`src/rtl/sprite_blitter_pkg.sv`:
```
// Shared sizes, sprite indices, FSM encoding and the built-in sprite image
// used by the sprite blitter and its ROM.
package sprite_blitter_pkg;

  localparam int SPR_DIM  = 8;
  localparam int NUM_SPR  = 16;
  localparam int COLOUR_W = 3;
  localparam int X_W      = 8;
  localparam int Y_W      = 7;
  localparam int CR_W     = $clog2(SPR_DIM);
  localparam int PIX_W    = 2 * CR_W;
  localparam int ID_W     = $clog2(NUM_SPR);
  localparam int ADDR_W   = ID_W + PIX_W;

  localparam int SCREEN_W_DEFAULT = 160;
  localparam int SCREEN_H_DEFAULT = 120;

  localparam logic [ID_W-1:0] SPR_BLACK       = 4'd0;
  localparam logic [ID_W-1:0] SPR_CRATE       = 4'd1;
  localparam logic [ID_W-1:0] SPR_PLAYER      = 4'd2;
  localparam logic [ID_W-1:0] SPR_WALL        = 4'd3;
  localparam logic [ID_W-1:0] SPR_FLOOR       = 4'd4;
  localparam logic [ID_W-1:0] SPR_CRATE_GOAL  = 4'd5;
  localparam logic [ID_W-1:0] SPR_TITLE_FIRST = 4'd6;
  localparam logic [ID_W-1:0] SPR_TITLE_LAST  = 4'd11;
  localparam logic [ID_W-1:0] SPR_GOAL        = 4'd12;

  typedef enum logic [1:0] {
    S_IDLE,
    S_PRIME,
    S_DRAW,
    S_DONE
  } blit_state_t;

  // Sprite n starts with n pixels of colour 0 (the key colour); the rest
  // cycle through the non-zero colours so every pixel is distinguishable.
  function automatic logic [COLOUR_W-1:0] sprite_word(input logic [ADDR_W-1:0] addr);
    logic [ID_W-1:0]  id;
    logic [PIX_W-1:0] pix;
    logic [PIX_W:0]   sum;
    id  = addr[ADDR_W-1 -: ID_W];
    pix = addr[PIX_W-1:0];
    sum = {1'b0, pix} + {3'b000, id};
    if ({2'b00, id} > pix) begin
      return '0;
    end
    return COLOUR_W'(sum % 7'd7) + COLOUR_W'(1);
  endfunction

endpackage

```
`src/rtl/sprite_blitter_if.sv`:
```
// Tile-draw interface: the level logic drives the request side, the blitter
// drives the VGA pixel stream and status back.
interface sprite_blitter_if;
  import sprite_blitter_pkg::*;

  logic                begin_draw;
  logic [X_W-1:0]      position_x;
  logic [Y_W-1:0]      position_y;
  logic [ID_W-1:0]     sprite_id;
  logic [X_W-1:0]      vga_x;
  logic [Y_W-1:0]      vga_y;
  logic [COLOUR_W-1:0] vga_colour;
  logic                vga_plot;
  logic                busy;
  logic                done;

  modport master (
    output begin_draw, position_x, position_y, sprite_id,
    input  vga_x, vga_y, vga_colour, vga_plot, busy, done
  );

  modport slave (
    input  begin_draw, position_x, position_y, sprite_id,
    output vga_x, vga_y, vga_colour, vga_plot, busy, done
  );

endinterface

```
`src/rtl/sprite_blitter_rom.sv`:
```
// Synchronous sprite ROM, one-cycle read latency; the output register holds
// its value when not enabled so it doubles as the colour output register.
module sprite_blitter_rom
  import sprite_blitter_pkg::*;
(
  input  logic                clock,
  input  logic                reset_n,
  input  logic                rd_en,
  input  logic [ADDR_W-1:0]   addr,
  output logic [COLOUR_W-1:0] rd_data
);

  always_ff @(posedge clock) begin
    if (!reset_n) begin
      rd_data <= '0;
    end else if (rd_en) begin
      rd_data <= sprite_word(addr);
    end
  end

endmodule

```
`src/rtl/sprite_blitter.sv`:
```
// Draws one 8x8 sprite per begin_draw rising edge as 64 consecutive pixel
// writes to the VGA adapter, clipping off-screen and optional key pixels.
module sprite_blitter
  import sprite_blitter_pkg::*;
#(
  parameter bit                  KEY_EN     = 1'b0,
  parameter logic [COLOUR_W-1:0] KEY_COLOUR = '0,
  parameter int                  SCREEN_W   = SCREEN_W_DEFAULT,
  parameter int                  SCREEN_H   = SCREEN_H_DEFAULT
) (
  input logic             clock,
  input logic             reset_n,
  sprite_blitter_if.slave tile
);

  localparam logic [X_W:0] X_LIMIT = SCREEN_W[X_W:0];
  localparam logic [Y_W:0] Y_LIMIT = SCREEN_H[Y_W:0];

  blit_state_t         state;
  logic                begin_q;
  logic                busy_q;
  logic                done_q;
  logic                plot_q;
  logic [X_W-1:0]      base_x;
  logic [Y_W-1:0]      base_y;
  logic [ID_W-1:0]     sprite_q;
  logic [PIX_W-1:0]    pix_cnt;
  logic [X_W-1:0]      pix_x;
  logic [Y_W-1:0]      pix_y;
  logic [COLOUR_W-1:0] rom_data;

  logic                start;
  logic                issue;
  logic                in_view;
  logic [CR_W-1:0]     col;
  logic [CR_W-1:0]     row;
  logic [X_W-1:0]      next_x;
  logic [Y_W-1:0]      next_y;

  // A pixel is issued in PRIME and in every DRAW cycle until the counter
  // wraps; the wrapped cycle only drains the last ROM word onto the bus.
  assign start   = tile.begin_draw & ~begin_q;
  assign issue   = (state == S_PRIME) || ((state == S_DRAW) && (pix_cnt != '0));
  assign col     = pix_cnt[CR_W-1:0];
  assign row     = pix_cnt[PIX_W-1:CR_W];
  assign next_x  = base_x + X_W'(col);
  assign next_y  = base_y + Y_W'(row);
  assign in_view = ({1'b0, next_x} < X_LIMIT) && ({1'b0, next_y} < Y_LIMIT);

  sprite_blitter_rom u_rom (
    .clock   (clock),
    .reset_n (reset_n),
    .rd_en   (issue),
    .addr    ({sprite_q, pix_cnt}),
    .rd_data (rom_data)
  );

  always_ff @(posedge clock) begin
    if (!reset_n) begin
      state    <= S_IDLE;
      begin_q  <= 1'b0;
      busy_q   <= 1'b0;
      done_q   <= 1'b0;
      plot_q   <= 1'b0;
      base_x   <= '0;
      base_y   <= '0;
      sprite_q <= '0;
      pix_cnt  <= '0;
      pix_x    <= '0;
      pix_y    <= '0;
    end else begin
      begin_q <= tile.begin_draw;
      unique case (state)
        S_IDLE: begin
          if (start) begin
            base_x   <= tile.position_x;
            base_y   <= tile.position_y;
            sprite_q <= tile.sprite_id;
            pix_cnt  <= '0;
            busy_q   <= 1'b1;
            state    <= S_PRIME;
          end
        end
        S_PRIME, S_DRAW: begin
          if (issue) begin
            pix_x   <= next_x;
            pix_y   <= next_y;
            plot_q  <= in_view;
            pix_cnt <= pix_cnt + PIX_W'(1);
            state   <= S_DRAW;
          end else begin
            plot_q <= 1'b0;
            done_q <= 1'b1;
            state  <= S_DONE;
          end
        end
        S_DONE: begin
          done_q <= 1'b0;
          busy_q <= 1'b0;
          state  <= S_IDLE;
        end
      endcase
    end
  end

  // Key test is applied to the colour as it leaves the ROM register, so a
  // keyed pixel still occupies its slot in the fixed-latency stream.
  assign tile.vga_x      = pix_x;
  assign tile.vga_y      = pix_y;
  assign tile.vga_colour = rom_data;
  assign tile.vga_plot   = plot_q && !(KEY_EN && (rom_data == KEY_COLOUR));
  assign tile.busy       = busy_q;
  assign tile.done       = done_q;

endmodule
```
`src/flat_wrapper.sv`:
```
// flat-port wrapper written by rule: the top's interface ports become plain ports
module sprite_blitter_flat import sprite_blitter_pkg::*;
#(
  parameter bit                  KEY_EN     = 1'b0,
  parameter logic [COLOUR_W-1:0] KEY_COLOUR = '0,
  parameter int                  SCREEN_W   = SCREEN_W_DEFAULT,
  parameter int                  SCREEN_H   = SCREEN_H_DEFAULT
)
  (clock, reset_n, tile_begin_draw, tile_position_x, tile_position_y, tile_sprite_id, tile_vga_x, tile_vga_y, tile_vga_colour, tile_vga_plot, tile_busy, tile_done);
  sprite_blitter_if tile_i ();
  input logic clock;
  input logic reset_n;
  input wire logic [$bits(tile_i.begin_draw)-1:0] tile_begin_draw;
  input wire logic [$bits(tile_i.position_x)-1:0] tile_position_x;
  input wire logic [$bits(tile_i.position_y)-1:0] tile_position_y;
  input wire logic [$bits(tile_i.sprite_id)-1:0] tile_sprite_id;
  output wire logic [$bits(tile_i.vga_x)-1:0] tile_vga_x;
  output wire logic [$bits(tile_i.vga_y)-1:0] tile_vga_y;
  output wire logic [$bits(tile_i.vga_colour)-1:0] tile_vga_colour;
  output wire logic [$bits(tile_i.vga_plot)-1:0] tile_vga_plot;
  output wire logic [$bits(tile_i.busy)-1:0] tile_busy;
  output wire logic [$bits(tile_i.done)-1:0] tile_done;
  assign tile_i.begin_draw = tile_begin_draw;
  assign tile_i.position_x = tile_position_x;
  assign tile_i.position_y = tile_position_y;
  assign tile_i.sprite_id = tile_sprite_id;
  assign tile_vga_x = tile_i.vga_x;
  assign tile_vga_y = tile_i.vga_y;
  assign tile_vga_colour = tile_i.vga_colour;
  assign tile_vga_plot = tile_i.vga_plot;
  assign tile_busy = tile_i.busy;
  assign tile_done = tile_i.done;
  sprite_blitter #(.KEY_EN(KEY_EN), .KEY_COLOUR(KEY_COLOUR), .SCREEN_W(SCREEN_W), .SCREEN_H(SCREEN_H)) u_core (.clock(clock), .reset_n(reset_n), .tile(tile_i));
endmodule
```
`config.mk`:
```
export PLATFORM = sky130hd
export DESIGN_NAME = sprite_blitter_flat
export DESIGN_NICKNAME = d
export VERILOG_FILES = /design/src/rtl/sprite_blitter_pkg.sv /design/src/rtl/sprite_blitter_if.sv /design/src/rtl/sprite_blitter_rom.sv /design/src/rtl/sprite_blitter.sv /design/src/flat_wrapper.sv
export SDC_FILE = /design/constraint.sdc
export NUM_CORES = 1
export LEC_CHECK = 0
export ABC_CLOCK_PERIOD_IN_PS = 4200
export CAP_MARGIN = 20
export CORE_MARGIN = 10
export CORE_UTILIZATION = 40
export CTS_CLUSTER_DIAMETER = 50
export DETAILED_ROUTE_END_ITERATION = 7
export PLACE_DENSITY_LB_ADDON = 0.12
export SETUP_SLACK_MARGIN = 0.02
export SLEW_MARGIN = 20
export SYNTH_ARGS = -nofsm -noshare
export SYNTH_HDL_FRONTEND = slang
export SYNTH_SLANG_ARGS = --single-unit
```
`constraint.sdc`:
```
create_clock -name clock -period 4.2 [get_ports clock]
set_clock_uncertainty 0.15 [all_clocks]
set_input_delay 0.63 -clock clock [delete_from_list [all_inputs] [get_ports clock]]
set_output_delay 0.63 -clock clock [all_outputs]
set_load 0.005 [all_outputs]
```
==> results.py <==
metrics = {
    "status": {
        "outcome": "complete, but fails checks",
        "failing_checks": "setup timing",
    },
    "sta": {
        "timing_worst_slew_pin_value_ps": 629,
        "crit_path_setup_slack_layout_ps": -142,
        "report.final.hold_viol_count": 0,
        "final_max_slew_viol_count": 0,
        "period_minus_slack_ps": 4340,
        "rsz_0062_raised_after_global_routing": "true",
        "timing_limited_maximum_frequency_mhz": 230,
        "slew-limit-headroom_pct": 57.7,
        "layout_worst_path_cycle_share_pct": 103,
        "setup_viol_count_final": 1,
    },
    "worst_setup_path": {
        "critPathMaxStageDelay_ps": 490,
        "cp_cell_sequence": "ha_4, fa_2, nand2b_4, a21oi_2, mux4_2, a22o_4, nand2_4, xnor2_4, ha_4, nor2b_2, a221o_1, nor3_2, a21oi_2, o21a_1, ha_4, and3_4, and4_1, a211oi_2, nand2_1",
        "worst_setup_start_kind": "flop",
        "reg2regPathDepth": 19,
        "crit_required_ps": 4240,
        "cp_common_cell": "ha_4",
        "critical-path-slowest-cell": "mux4_2",
        "worstPathMaxFanout": 4,
        "rr_startpoint": "u_core.sprite_q[0]$_SDFFE_PN0P_",
        "r2r_slack_ps": -140,
        "reg2reg_to": "u_core.u_rom.rd_data[2]$_SDFFE_PN0N_",
        "setup.worst_path.class": "flop to flop",
        "worst-endpoint-arrival_ps": 4380,
        "worst_setup_end_kind": "flop",
    },
    "cts": {
        "path_clk_slew_ps": 90,
        "root_buf_cell": "clkbuf_8",
        "cts_num_sinks": 49,
        "cts_htree_levels": 2,
        "cts_inserted_buffers": 5,
        "clkLatencyLatePin_ps": 300,
        "cts_tree": "done",
        "clock_path_buffers": 2,
    },
    "placed_design": {
        "count_of_placed_standard_cells_including_taps": 554,
        "postPlaceCellArea_sq_um": 4100,
        "port-buffer-count": 42,
        "post-dp-hpwl_um": 6470,
        "globalplace.congestion": 0.924,
        "dp_worst_setup_slack_ps": -198,
    },
    "finish": {
        "synthToLayoutAreaGrowth_pct": 37.3,
        "area_of_combinational_cells_with_multiple_inputs_sq_um": 2310,
        "layout.cell_area.non_filler_sq_um": 4440,
        "area.sequential_sq_um": 987,
        "fin_nets": 516,
        "post_layout_nonfiller_instances": 571,
        "filler_cell_count": 724,
        "n_antenna_cell": 0,
        "final_util_pct": 56.9,
        "drive_above_1_share_pct": 23.9,
    },
    "synthesis": {
        "syn_inst": 383,
        "synth-async-reset-ratio_pct": 0,
        "flip_flop_and_latch_count_after_synthesis": 49,
        "synth.distinct_cells": 63,
        "synth_sequential_area_ratio_pct": 30.3,
        "synth_nets": 431,
        "ys_warn_count": 0,
        "mappedNetlistArea_sq_um": 3230,
        "postSynthAreaPerCell_sq_um": 8.44,
        "synth-edff-count": 0,
        "postSynth.topFlopCell": "dfxtp_1",
    },
    "drt": {
        "drc": 0,
        "ant_nets": 0,
        "routed_wire_per_std_cell_um": 15.0,
        "drt_first_iter_violations": 135,
        "vias_per_cell": 5.19,
        "routed_wirelength_um": 8550,
        "dr_total_vias": 2964,
        "detail_route.first_pass.iterations": 4,
    },
    "pwr": {
        "power.leakage_nw": 1.78,
        "switching_share_pct": 36.9,
        "power.share.combinational_pct": 46.6,
        "fraction_of_power_consumed_by_the_clock_network_pct": 19.3,
        "fin_total_pwr_mw": 1.84,
        "p_switching_mw": 0.679,
        "cellPowerDensity_nw_per_um2": 415,
        "irDropWorstVdd_mv": 0.395,
        "internal_dissipation_mw": 1.16,
        "sequentialPowerShare_pct": 34.1,
    },
    "worst_hold_path": {
        "hold_path_class": "flop to flop",
        "worst_hold_depth": 2,
        "min_delay_worst_endpoint": "u_core.tile.vga_x[3]$_SDFFE_PN0P_",
        "min_from": "u_core.tile.vga_x[3]$_SDFFE_PN0P_",
    },
    "floorplanning": {
        "io-pin-count": 43,
        "core_region_area_sq_um": 7810,
        "die_area_sq_um": 12100,
        "floorplan.initialDensity_pct": 41.4,
        "placementRows": 32,
        "die-height_um": 110,
        "horizontal_die_dimension_um": 110,
    },
    "global_route": {
        "groute.usage.overall_pct": 14.5,
        "grt_first_pass_wirelength_um": 14300,
        "number_of_global_route_vias_before_repair": 2976,
        "grt_remaining_overflow": 0,
        "grt_max_degree": 47,
        "initial_antenna_violation_count": 0,
    },
    "job": {
        "cap_viol_max_count": 0,
    },
}
through the flow:
stage / setup TNS [ps] / hold slack (ps)
CTS: -68.8 / 320
global placement: -154 / 299
detailed placement: -198 / 308
global route: -275 / 339
floorplan: -138 / 297
finish: -142 / 314
power groups by stage:
stage               Clock [mW]  Sequential [mW]  Combinational, mW
CTS                      0.361            0.628              0.842
floorplan                    0            0.633              0.483
global placement             0            0.635              0.792
finish                   0.356            0.628              0.858
global route             0.381            0.642              0.963
detailed placement           0            0.636              0.805
layout make-up:
class | count | area share, %
Clock buffer | 6 | 1.86
Clock inverter | 2 | 0.845
Inverter | 18 | 1.58
Multi-Input combinational cell | 299 | 52.1
Sequential cell | 49 | 22.2
Tap cell | 102 | 2.87
Timing Repair Buffer | 95 | 18.5
cell usage after synthesis (2+ instances only):
master,count,share of area [%]
a211oi_1,2,0.46
xor2_1,7,1.9
mux2i_1,3,0.93
clkbuf_1,16,1.9
xnor2_1,12,3.2
o21a_1,4,0.93
nand2b_1,4,0.77
nor4_1,2,0.39
a31oi_1,3,0.58
a21o_1,4,0.93
and3_1,3,0.58
dfxtp_1,49,30
and2_1,4,0.77
nor3_1,6,0.93
a221oi_1,2,0.54
o21ai_0,12,1.9
nand3_1,6,0.93
nand4_1,6,1.2
o21ai_1,2,0.31
o2111ai_1,2,0.54
a21boi_0,26,6.0
ha_1,23,8.9
nor2_1,21,2.4
o211a_1,6,1.9
nand2_1,70,8.1
nor3b_1,4,0.93
inv_1,17,2.0
or3_1,3,0.58
nor2b_1,13,2.5
a221o_1,2,0.62
a22oi_1,2,0.46
fa_1,3,1.9
a32oi_1,2,0.54
a21oi_2,2,0.54
a21oi_1,12,1.9
cell usage in the layout, fill, tap and decap left out, types with 4 or more instances in the layout:
cell type,n
a21boi_0,26
a21o_1,4
a21oi_1,9
a21oi_2,5
and2_1,4
buf_4,52
clkbuf_8,6
clkdlybuf4s50_1,42
dfxtp_1,44
dfxtp_2,5
ha_1,14
ha_2,4
ha_4,5
inv_1,16
nand2_1,68
nand2b_1,4
nand3_1,6
nand4_1,6
nor2_1,21
nor2b_1,11
o211a_1,6
o21a_1,4
o21ai_0,10
xnor2_1,11
xor2_1,7
sequential cells by signal, summed over array words and instances, names as in the netlist:
name,flops
u_core.begin_q,1
u_core.state,2
u_core.tile.done,1
u_core.base_y,7
u_core.tile.busy,1
u_core.sprite_q,4
u_core.pix_cnt,6
u_core.base_x,8
u_core.tile.vga_x,8
u_core.u_rom.rd_data,3
u_core.tile.vga_plot,1
u_core.tile.vga_y,7
timing repair:
| action | 4_1_cts | 5_1_grt |
|---|---|---|
| endpoints found under the setup margin | 1 | 2 |
| pin swaps | 16 | 1 |
| hold buffers | 0 | 0 |
| buffers inserted | 8 | 1 |
| resized for setup | 21 | 10 |
worst max-delay path, delay by kind of cell, from the launching register on:
kind / cells / cell delay (ps)
adder cells (fa/ha/maj): 4 / 1050
AO/OA/AOI/OAI: 6 / 1230
AND/OR/NAND/NOR: 7 / 860
flip-flops: 1 / 340
multiplexers: 1 / 490
XOR/XNOR: 1 / 90
worst max path at each step:
stage	cells after the start	slack, ps	start	endpoint
4_1_cts	19	-70	u_core.sprite_q[0]$_SDFFE_PN0P_	u_core.u_rom.rd_data[2]$_SDFFE_PN0N_
5_1_grt	20	-270	u_core.sprite_q[0]$_SDFFE_PN0P_	u_core.u_rom.rd_data[2]$_SDFFE_PN0N_
3_3_place_gp	19	-150	u_core.pix_cnt[0]$_SDFFE_PN0P_	u_core.u_rom.rd_data[2]$_SDFFE_PN0N_
2_1_floorplan	20	-140	u_core.pix_cnt[2]$_SDFFE_PN0P_	u_core.u_rom.rd_data[2]$_SDFFE_PN0N_
3_5_place_dp	19	-200	u_core.pix_cnt[1]$_SDFFE_PN0P_	u_core.u_rom.rd_data[2]$_SDFFE_PN0N_
6_report	19	-140	u_core.sprite_q[0]$_SDFFE_PN0P_	u_core.u_rom.rd_data[2]$_SDFFE_PN0N_
logic make-up after synthesis:
logic type | Yosys count | share of synthesized area (%)
XOR/XNOR | 19 | 5.15
AO/OA/AOI/OAI | 101 | 25.5
adder cells (fa/ha/maj) | 26 | 10.8
buffers and inverters | 35 | 4.37
multiplexers | 6 | 2.44
AND/OR/NAND/NOR | 147 | 21.5
flip-flops | 49 | 30.3
metal layers:
layer | vias to the layer above | track usage (%) | wire length [um]
met5 | - | 0 | 0
met4 | 0 | 2.32 | 48
met3 | 7 | 4.27 | 577
met2 | 67 | 22.4 | 3790
met1 | 1364 | 19.6 | 4140
li1 | 1526 | - | -
(Power assumes the default switching activity.)
